## config.mk

```make
export PLATFORM = sky130hd
export DESIGN_NAME = sh_mem_core_port_flat
export DESIGN_NICKNAME = d
export VERILOG_FILES = /design/src/rtl/sh_mem_core_port_pkg.sv /design/src/rtl/sh_mem_core_port_if.sv /design/src/rtl/sh_mem_core_port_cmd_fifo.sv /design/src/rtl/sh_mem_core_port.sv /design/src/flat_wrapper.sv
export SDC_FILE = /design/constraint.sdc
export NUM_CORES = 1
export LEC_CHECK = 0
export ABC_AREA = 1
export CAP_MARGIN = 20
export CORE_UTILIZATION = 47
export DETAILED_ROUTE_END_ITERATION = 8
export GPL_TIMING_DRIVEN = 1
export MAX_ROUTING_LAYER = met4
export PLACE_DENSITY = 0.76
export REMOVE_ABC_BUFFERS = 1
export SYNTH_ARGS = -nofsm -noshare
export SYNTH_HDL_FRONTEND = slang
export SYNTH_SLANG_ARGS = --single-unit
```

## constraint.sdc

```tcl
create_clock -name clk -period 3.5 [get_ports clk]
set_input_delay 0.525 -clock clk [delete_from_list [all_inputs] [get_ports clk]]
set_output_delay 0.525 -clock clk [all_outputs]
set_load 0.02 [all_outputs]
```

## src/rtl/sh_mem_core_port_pkg.sv

```systemverilog
// Shared constants and types for the core-side shared-memory port:
// bus widths, mem_enable encodings, port FSM states and the queued command record.
package sh_mem_core_port_pkg;

  localparam int unsigned ADDR_SIZE    = 12;
  localparam int unsigned REG_SIZE     = 8;
  localparam int unsigned BANK_ID_SIZE = 4;

  localparam logic [1:0] MEM_EN_IDLE = 2'b00;
  localparam logic [1:0] MEM_EN_RD   = 2'b01;
  localparam logic [1:0] MEM_EN_WR   = 2'b10;

  typedef enum logic [1:0] {
    PORT_IDLE  = 2'b00,
    PORT_ISSUE = 2'b01,
    PORT_DRAIN = 2'b10
  } port_state_e;

  typedef struct packed {
    logic                 we;
    logic [ADDR_SIZE-1:0] addr;
    logic [REG_SIZE-1:0]  wdata;
  } cmd_t;

  localparam int unsigned CMD_W = $bits(cmd_t);

  function automatic logic [1:0] mem_en_of(input cmd_t c);
    return c.we ? MEM_EN_WR : MEM_EN_RD;
  endfunction

endpackage

```

## src/rtl/sh_mem_core_port_if.sv

```systemverilog
// One core's slice of the shared-memory bus: the core port is the master,
// the bank arbiter is the slave.
interface sh_mem_core_port_if;

  logic [1:0]                               mem_enable;
  logic [sh_mem_core_port_pkg::ADDR_SIZE-1:0] mem_addr;
  logic [sh_mem_core_port_pkg::REG_SIZE-1:0]  mem_wr_data;
  logic [sh_mem_core_port_pkg::REG_SIZE-1:0]  mem_rd_data;
  logic                                     mem_ready;

  modport master (
    output mem_enable, mem_addr, mem_wr_data,
    input  mem_rd_data, mem_ready
  );

  modport slave (
    input  mem_enable, mem_addr, mem_wr_data,
    output mem_rd_data, mem_ready
  );

endinterface

```

## src/rtl/sh_mem_core_port_cmd_fifo.sv

```systemverilog
// First-word-fall-through command FIFO; DEPTH must be a power of two so the
// pointers wrap naturally. The count is one bit wider than the pointers.
module sh_mem_core_port_cmd_fifo #(
  parameter int unsigned WIDTH = 21,
  parameter int unsigned DEPTH = 2
) (
  input  logic                     clk,
  input  logic                     reset,
  input  logic                     push,
  input  logic [WIDTH-1:0]         din,
  input  logic                     pop,
  output logic                     full,
  output logic                     empty,
  output logic [$clog2(DEPTH):0]   count,
  output logic [WIDTH-1:0]         head
);

  localparam int unsigned PTR_W = $clog2(DEPTH);
  typedef logic [PTR_W:0] cnt_t;

  logic [WIDTH-1:0] mem [DEPTH];
  logic [PTR_W-1:0] wr_ptr, rd_ptr;
  cnt_t             cnt;
  logic             do_push, do_pop;

  assign full    = (cnt == cnt_t'(DEPTH));
  assign empty   = (cnt == '0);
  assign count   = cnt;
  assign head    = mem[rd_ptr];
  assign do_push = push && !full;
  assign do_pop  = pop && !empty;

  always_ff @(posedge clk) begin
    if (!reset) begin
      wr_ptr <= '0;
      rd_ptr <= '0;
      cnt    <= '0;
    end else begin
      if (do_push) wr_ptr <= wr_ptr + 1'b1;
      if (do_pop)  rd_ptr <= rd_ptr + 1'b1;
      case ({do_push, do_pop})
        2'b10:   cnt <= cnt + 1'b1;
        2'b01:   cnt <= cnt - 1'b1;
        default: cnt <= cnt;
      endcase
    end
  end

  always_ff @(posedge clk) begin
    if (do_push) mem[wr_ptr] <= din;
  end

endmodule

```

## src/rtl/sh_mem_core_port.sv

```systemverilog
// Core-side initiator: queues LSU commands and issues them one at a time to
// the shared-memory arbiter, returning load data and flagging starvation.
module sh_mem_core_port
  import sh_mem_core_port_pkg::*;
#(
  parameter int unsigned FIFO_DEPTH     = 2,
  parameter int unsigned TIMEOUT_CYCLES = 255
) (
  input  logic                 clk,
  input  logic                 reset,
  input  logic                 req_valid,
  output logic                 req_ready,
  input  logic                 req_we,
  input  logic [ADDR_SIZE-1:0] req_addr,
  input  logic [REG_SIZE-1:0]  req_wdata,
  output logic                 rsp_valid,
  output logic [REG_SIZE-1:0]  rsp_rdata,
  output logic                 busy,
  output logic                 timeout_err,
  sh_mem_core_port_if.master   mem
);

  localparam int unsigned CNT_W = $clog2(FIFO_DEPTH) + 1;
  localparam logic [7:0]  TMO   = 8'(TIMEOUT_CYCLES);

  port_state_e      state;
  cmd_t             req_cmd, head;
  logic             full, empty, push, pop, issue;
  logic [CNT_W-1:0] fifo_count;
  logic [7:0]       wait_cnt;

  assign req_cmd   = '{we: req_we, addr: req_addr, wdata: req_wdata};
  assign req_ready = !full;
  assign push      = req_valid && !full;
  assign issue     = (state == PORT_ISSUE);
  assign pop       = issue && mem.mem_ready;
  assign busy      = (state != PORT_IDLE) || !empty;

  sh_mem_core_port_cmd_fifo #(
    .WIDTH (CMD_W),
    .DEPTH (FIFO_DEPTH)
  ) u_cmd_fifo (
    .clk   (clk),
    .reset (reset),
    .push  (push),
    .din   (req_cmd),
    .pop   (pop),
    .full  (full),
    .empty (empty),
    .count (fifo_count),
    .head  (head)
  );

  // Bus outputs follow the FIFO head directly so they are stable for the whole ISSUE phase.
  always_comb begin
    mem.mem_enable  = MEM_EN_IDLE;
    mem.mem_addr    = '0;
    mem.mem_wr_data = '0;
    if (issue) begin
      mem.mem_enable = mem_en_of(head);
      mem.mem_addr   = head.addr;
      if (head.we) mem.mem_wr_data = head.wdata;
    end
  end

  always_ff @(posedge clk) begin
    if (!reset) begin
      state       <= PORT_IDLE;
      wait_cnt    <= '0;
      rsp_valid   <= 1'b0;
      rsp_rdata   <= '0;
      timeout_err <= 1'b0;
    end else begin
      rsp_valid <= 1'b0;
      case (state)
        PORT_IDLE: begin
          if (!empty) begin
            state    <= PORT_ISSUE;
            wait_cnt <= '0;
          end
        end
        PORT_ISSUE: begin
          if (mem.mem_ready) begin
            wait_cnt <= '0;
            if (head.we) begin
              // A same-cycle push also leaves work queued, so stay in ISSUE.
              state <= ((fifo_count > CNT_W'(1)) || push) ? PORT_ISSUE : PORT_IDLE;
            end else begin
              rsp_rdata <= mem.mem_rd_data;
              rsp_valid <= 1'b1;
              state     <= PORT_DRAIN;
            end
          end else if (wait_cnt != TMO) begin
            wait_cnt <= wait_cnt + 8'd1;
            if (wait_cnt + 8'd1 == TMO) timeout_err <= 1'b1;
          end
        end
        PORT_DRAIN: begin
          wait_cnt <= '0;
          state    <= empty ? PORT_IDLE : PORT_ISSUE;
        end
        default: state <= PORT_IDLE;
      endcase
    end
  end

endmodule

```

## src/flat_wrapper.sv

```systemverilog
// flat-port wrapper written by rule: the top's interface ports become plain ports
module sh_mem_core_port_flat import sh_mem_core_port_pkg::*;
#(
  parameter int unsigned FIFO_DEPTH     = 2,
  parameter int unsigned TIMEOUT_CYCLES = 255
)
  (clk, reset, req_valid, req_ready, req_we, req_addr, req_wdata, rsp_valid, rsp_rdata, busy, timeout_err, mem_mem_enable, mem_mem_addr, mem_mem_wr_data, mem_mem_rd_data, mem_mem_ready);
  sh_mem_core_port_if mem_i ();
  input  logic clk;
  input  logic reset;
  input  logic req_valid;
  output logic req_ready;
  input  logic req_we;
  input  logic [ADDR_SIZE-1:0] req_addr;
  input  logic [REG_SIZE-1:0] req_wdata;
  output logic rsp_valid;
  output logic [REG_SIZE-1:0] rsp_rdata;
  output logic busy;
  output logic timeout_err;
  output wire logic [$bits(mem_i.mem_enable)-1:0] mem_mem_enable;
  output wire logic [$bits(mem_i.mem_addr)-1:0] mem_mem_addr;
  output wire logic [$bits(mem_i.mem_wr_data)-1:0] mem_mem_wr_data;
  input wire logic [$bits(mem_i.mem_rd_data)-1:0] mem_mem_rd_data;
  input wire logic [$bits(mem_i.mem_ready)-1:0] mem_mem_ready;
  assign mem_mem_enable = mem_i.mem_enable;
  assign mem_mem_addr = mem_i.mem_addr;
  assign mem_mem_wr_data = mem_i.mem_wr_data;
  assign mem_i.mem_rd_data = mem_mem_rd_data;
  assign mem_i.mem_ready = mem_mem_ready;
  sh_mem_core_port #(.FIFO_DEPTH(FIFO_DEPTH), .TIMEOUT_CYCLES(TIMEOUT_CYCLES)) u_core (.clk(clk), .reset(reset), .req_valid(req_valid), .req_ready(req_ready), .req_we(req_we), .req_addr(req_addr), .req_wdata(req_wdata), .rsp_valid(rsp_valid), .rsp_rdata(rsp_rdata), .busy(busy), .timeout_err(timeout_err), .mem(mem_i));
endmodule
```

==> PnR_summary.wiki <==
{| class="wikitable"
! Metric !! Value
|-
| Pwr/cell area || 560.9 nW/um^2
|-
| Total GRT Usage || 20.25%
|-
| Number of gates resized after cts || 0
|-
| Post-synth cell types || 27
|-
| First-pass DRT Iterations || 4
|-
| Multiplexer area fraction after synthesis || 0%
|-
| Highest Clock Rate || 370.5 MHz
|-
| Die boundary width || 79.02 microns
|-
| Sinks on the clock net || 67
|-
| Fraction of synthesis flops using an asynchronous set or reset pin || 0%
|-
| Max Slew Vio Count || 0
|-
| Final setup viols || 0
|-
| Synth Register Bits || 67
|-
| Class of the tightest hold or removal check || flip-flop to flip-flop
|-
| Met2 track demand over resource || 32.41%
|-
| Most used flip-flop cell after synthesis || sky130_fd_sc_hd__edfxtp_1
|-
| Port buffer count || 66
|-
| Clock tree root buffer cell || sky130_fd_sc_hd__clkbuf_8
|-
| Worst-path clk slew || 0.07 ns
|-
| Inst Count DP || 416
|-
| Crit end category || output pin
|-
| Total count of hold-check failures in the final report || 0
|-
| Reg area || 1762 sq um
|-
| Die Area || 6243 sq um
|-
| Worst slew margin relative to its limit || 50.30%
|-
| Maximum number of pins on one net before global-route repair || 21
|-
| HPWL after DPL || 3.829 mm
|-
| Measured slew at the worst slew-check pin || 0.7446 ns
|-
| Crit start category || flip-flop
|-
| Met1 usage || 23.18%
|-
| Final worst-path cycle share || 77.11%
|-
| Grt met3 use || 5.172%
|-
| Total congestion overflow || 0
|-
| Crit-path leading delay family || buffers and inverters
|-
| Avg Inst Size Synth || 9.816 sq um
|-
| Site row count || 27
|-
| Worst path bufs/invs || 3
|-
| Filler cell count in the final layout || 442
|-
| Count of buffers added by post-CTS timing repair for setup || 0
|-
| Slowest cell delay on critical path || 0.62 ns
|-
| Count of routing violations after the opening detailed-route iteration || 96
|-
| Top-Level Pins || 67
|-
| DRC violation count after routing || 0
|-
| Layout Area Growth over Synthesis || 33.44%
|-
| Mean routed wirelength per cell || 12.90 microns
|-
| Initial Util || 49.71%
|-
| Area share of fa/ha/maj cells after synthesis || 2.693%
|-
| Final worst path period need || 2.699 ns
|-
| Antenna violations before repair || 0
|-
| Most used cells in the layout excluding fill and tap cells || sky130_fd_sc_hd__nand2_1, sky130_fd_sc_hd__clkdlybuf4s50_1, sky130_fd_sc_hd__edfxtp_1, sky130_fd_sc_hd__nor2_1, sky130_fd_sc_hd__a21oi_1
|-
| Crit path required time || 2.97 ns
|-
| Final Routed Wirelength || 5.571 mm
|-
| Area of the mapped netlist || 2788 sq um
|-
| Number of enable-type register cells in the synthesized netlist || 42
|-
| Clock tree from TritonCTS || built
|-
| Fraction of the mapped netlist area in compound gates || 9.695%
|-
| # H-tree levels || 3
|-
| Max Root-Sink Buffers || 2
|-
| Setup Crit Path Kind || flip-flop to output pin
|-
| Synth warn || 0
|-
| Max-cap violation count || 0
|-
| Most common library cell in the layout ignoring fill and taps || sky130_fd_sc_hd__nand2_1
|-
| TritonCTS Buffers || 9
|-
| Status || completed
|-
| Post-route insts no fill || 432
|-
| Area of the multi-input gates || 909.6 sq um
|-
| Clock network latency to the later pin of the worst-skew pair || 0.34 ns
|-
| CTS Hold Bufs || 0
|-
| # diodes || 0
|-
| Number of global-route vias before repair || 2033
|-
| Vias after detailed routing || 2104
|-
| Setup repair after global routing missed its margin || false
|-
| Core region area || 5608 sq um
|-
| Crit path max fanout || 9
|-
| Die height || 79.02 microns
|-
| Final setup skew || 0.007406 ns
|-
| Post-Synth XOR/XNOR Area || 0.6284%
|-
| Gate count of the mapped netlist || 284
|-
| Proportion of layout cells with a drive suffix above 1 || 9.722%
|-
| Leak Pwr || 1.373 nW
|-
| Largest family of logic cells by synthesized area || simple AND/OR/NAND/NOR gates
|-
| Cell Chain, Critical Path || nand2_1, o21ai_1, inv_1, nor2_1, inv_2, a21oi_1, clkdlybuf4s50_1
|-
| Remaining antenna violation count || 0
|-
| Global routing's busiest layer || met2
|-
| Fraction of the mapped netlist area in simple logic gates || 19.43%
|-
| Sum of negative setup slack || 0 ns
|-
| Sequential-to-total area share from yosys stat || 63.20%
|-
| GPL Wtd Cong || 0.7823
|-
| Worst-path cell with the longest stage delay || sky130_fd_sc_hd__clkdlybuf4s50_1
|-
| Post-layout nets || 394
|-
| Vias per inst || 4.870
|-
| Crit path arrival time || 2.17 ns
|-
| Worst vdd ir || 349.4 uV
|-
| First-pass GRT wire length || 9.087 mm
|}
[kinds of logic after synthesis]
kind of cell,Yosys count
AND/OR/NAND/NOR,128
flip-flops,67
AO/OA/AOI/OAI,50
buffers and inverters,31
adder cells (fa/ha/maj),6
XOR/XNOR,2
[worst reg2reg max path: cells and delay by family, from the launching register on]
| family | cells | cell delay, ns |
|---|---|---|
| buffers and inverters | 3 | 0.46 |
| and+or+nand+nor | 2 | 0.71 |
| DFF | 1 | 0.33 |
| adders and majority gates | 1 | 0.20 |
[cells in the mapped netlist, drive strengths merged (2+ instances only)]
cell,instances,area (sq um)
o21bai,3,22.52
o21ai,16,91.34
inv,21,78.82
dfxtp,25,500.5
nor3,2,15.01
xor2,2,17.52
clkbuf,7,26.28
nand2,71,269.0
edfxtp,42,1261
nor2,43,183.9
buf,2,12.51
ha,6,75.07
nand4,2,12.51
a21oi,30,150.1
nand3,9,55.05
[per-layer routing]
layer | up-vias | wire [microns]
met5 | - | 0
met4 | 0 | 123
met3 | 10 | 235
met2 | 59 | 2869
met1 | 950 | 2342
li1 | 1085 | -
[path summary, 6_finish.rpt]
kind | startpoint | to | slack, ns | cells after the start
hold / removal | u_core.u_cmd_fifo.rd_ptr | u_core.u_cmd_fifo.rd_ptr | 0.46 | 1
hold reg to reg | u_core.u_cmd_fifo.rd_ptr | u_core.u_cmd_fifo.rd_ptr | 0.46 | 1
setup reg to reg | u_core.u_cmd_fifo.count[0] | u_core.u_cmd_fifo.mem[0][2] | 1.52 | 6
setup / recovery | flip-flop | mem_mem_wr_data[2] | 0.80 | 7
[stage by stage]
step	hold slack (ns)	setup slack, ns	util (%)	instance area [sq um]	power, mW
2_1_floorplan	0.4255	1.230	-	2749	1.271
4_1_cts	0.4611	0.7645	66.33	3720	2.104
3_3_place_gp	0.4365	1.185	62.90	3527	1.475
5_1_grt	0.4824	0.6139	66.33	3720	2.198
3_5_place_dp	0.4492	1.137	62.90	3527	1.484
6_report	0.4617	0.8012	66.33	3720	2.086
[state kept, by name, indices dropped and copies added (netlist names), named ones only]
register,cells
u_core.state,2
u_core.u_cmd_fifo.rd_ptr,1
u_core.timeout_err,1
u_core.wait_cnt,8
u_core.rsp_rdata,8
u_core.u_cmd_fifo.wr_ptr,1
u_core.u_cmd_fifo.mem,42
u_core.u_cmd_fifo.count,2
u_core.rsp_valid,1
[where the power goes]
group / internal (mW) / switching, mW / total (mW)
registers: 0.930 / 0.0472 / 0.977
logic: 0.203 / 0.287 / 0.490
clock network: 0.330 / 0.289 / 0.619
[cell type report]
cell class                 count  share of cell area [%]
multi-input combinational    186                   24.45
tap                           72                   2.422
sequential                    67                   47.36
clock inverter                 6                   1.749
clock buffer                  10                   3.431
timing repair buffer          69                   18.37
inverter                      22                   2.220
(Power assumes the default switching activity.)
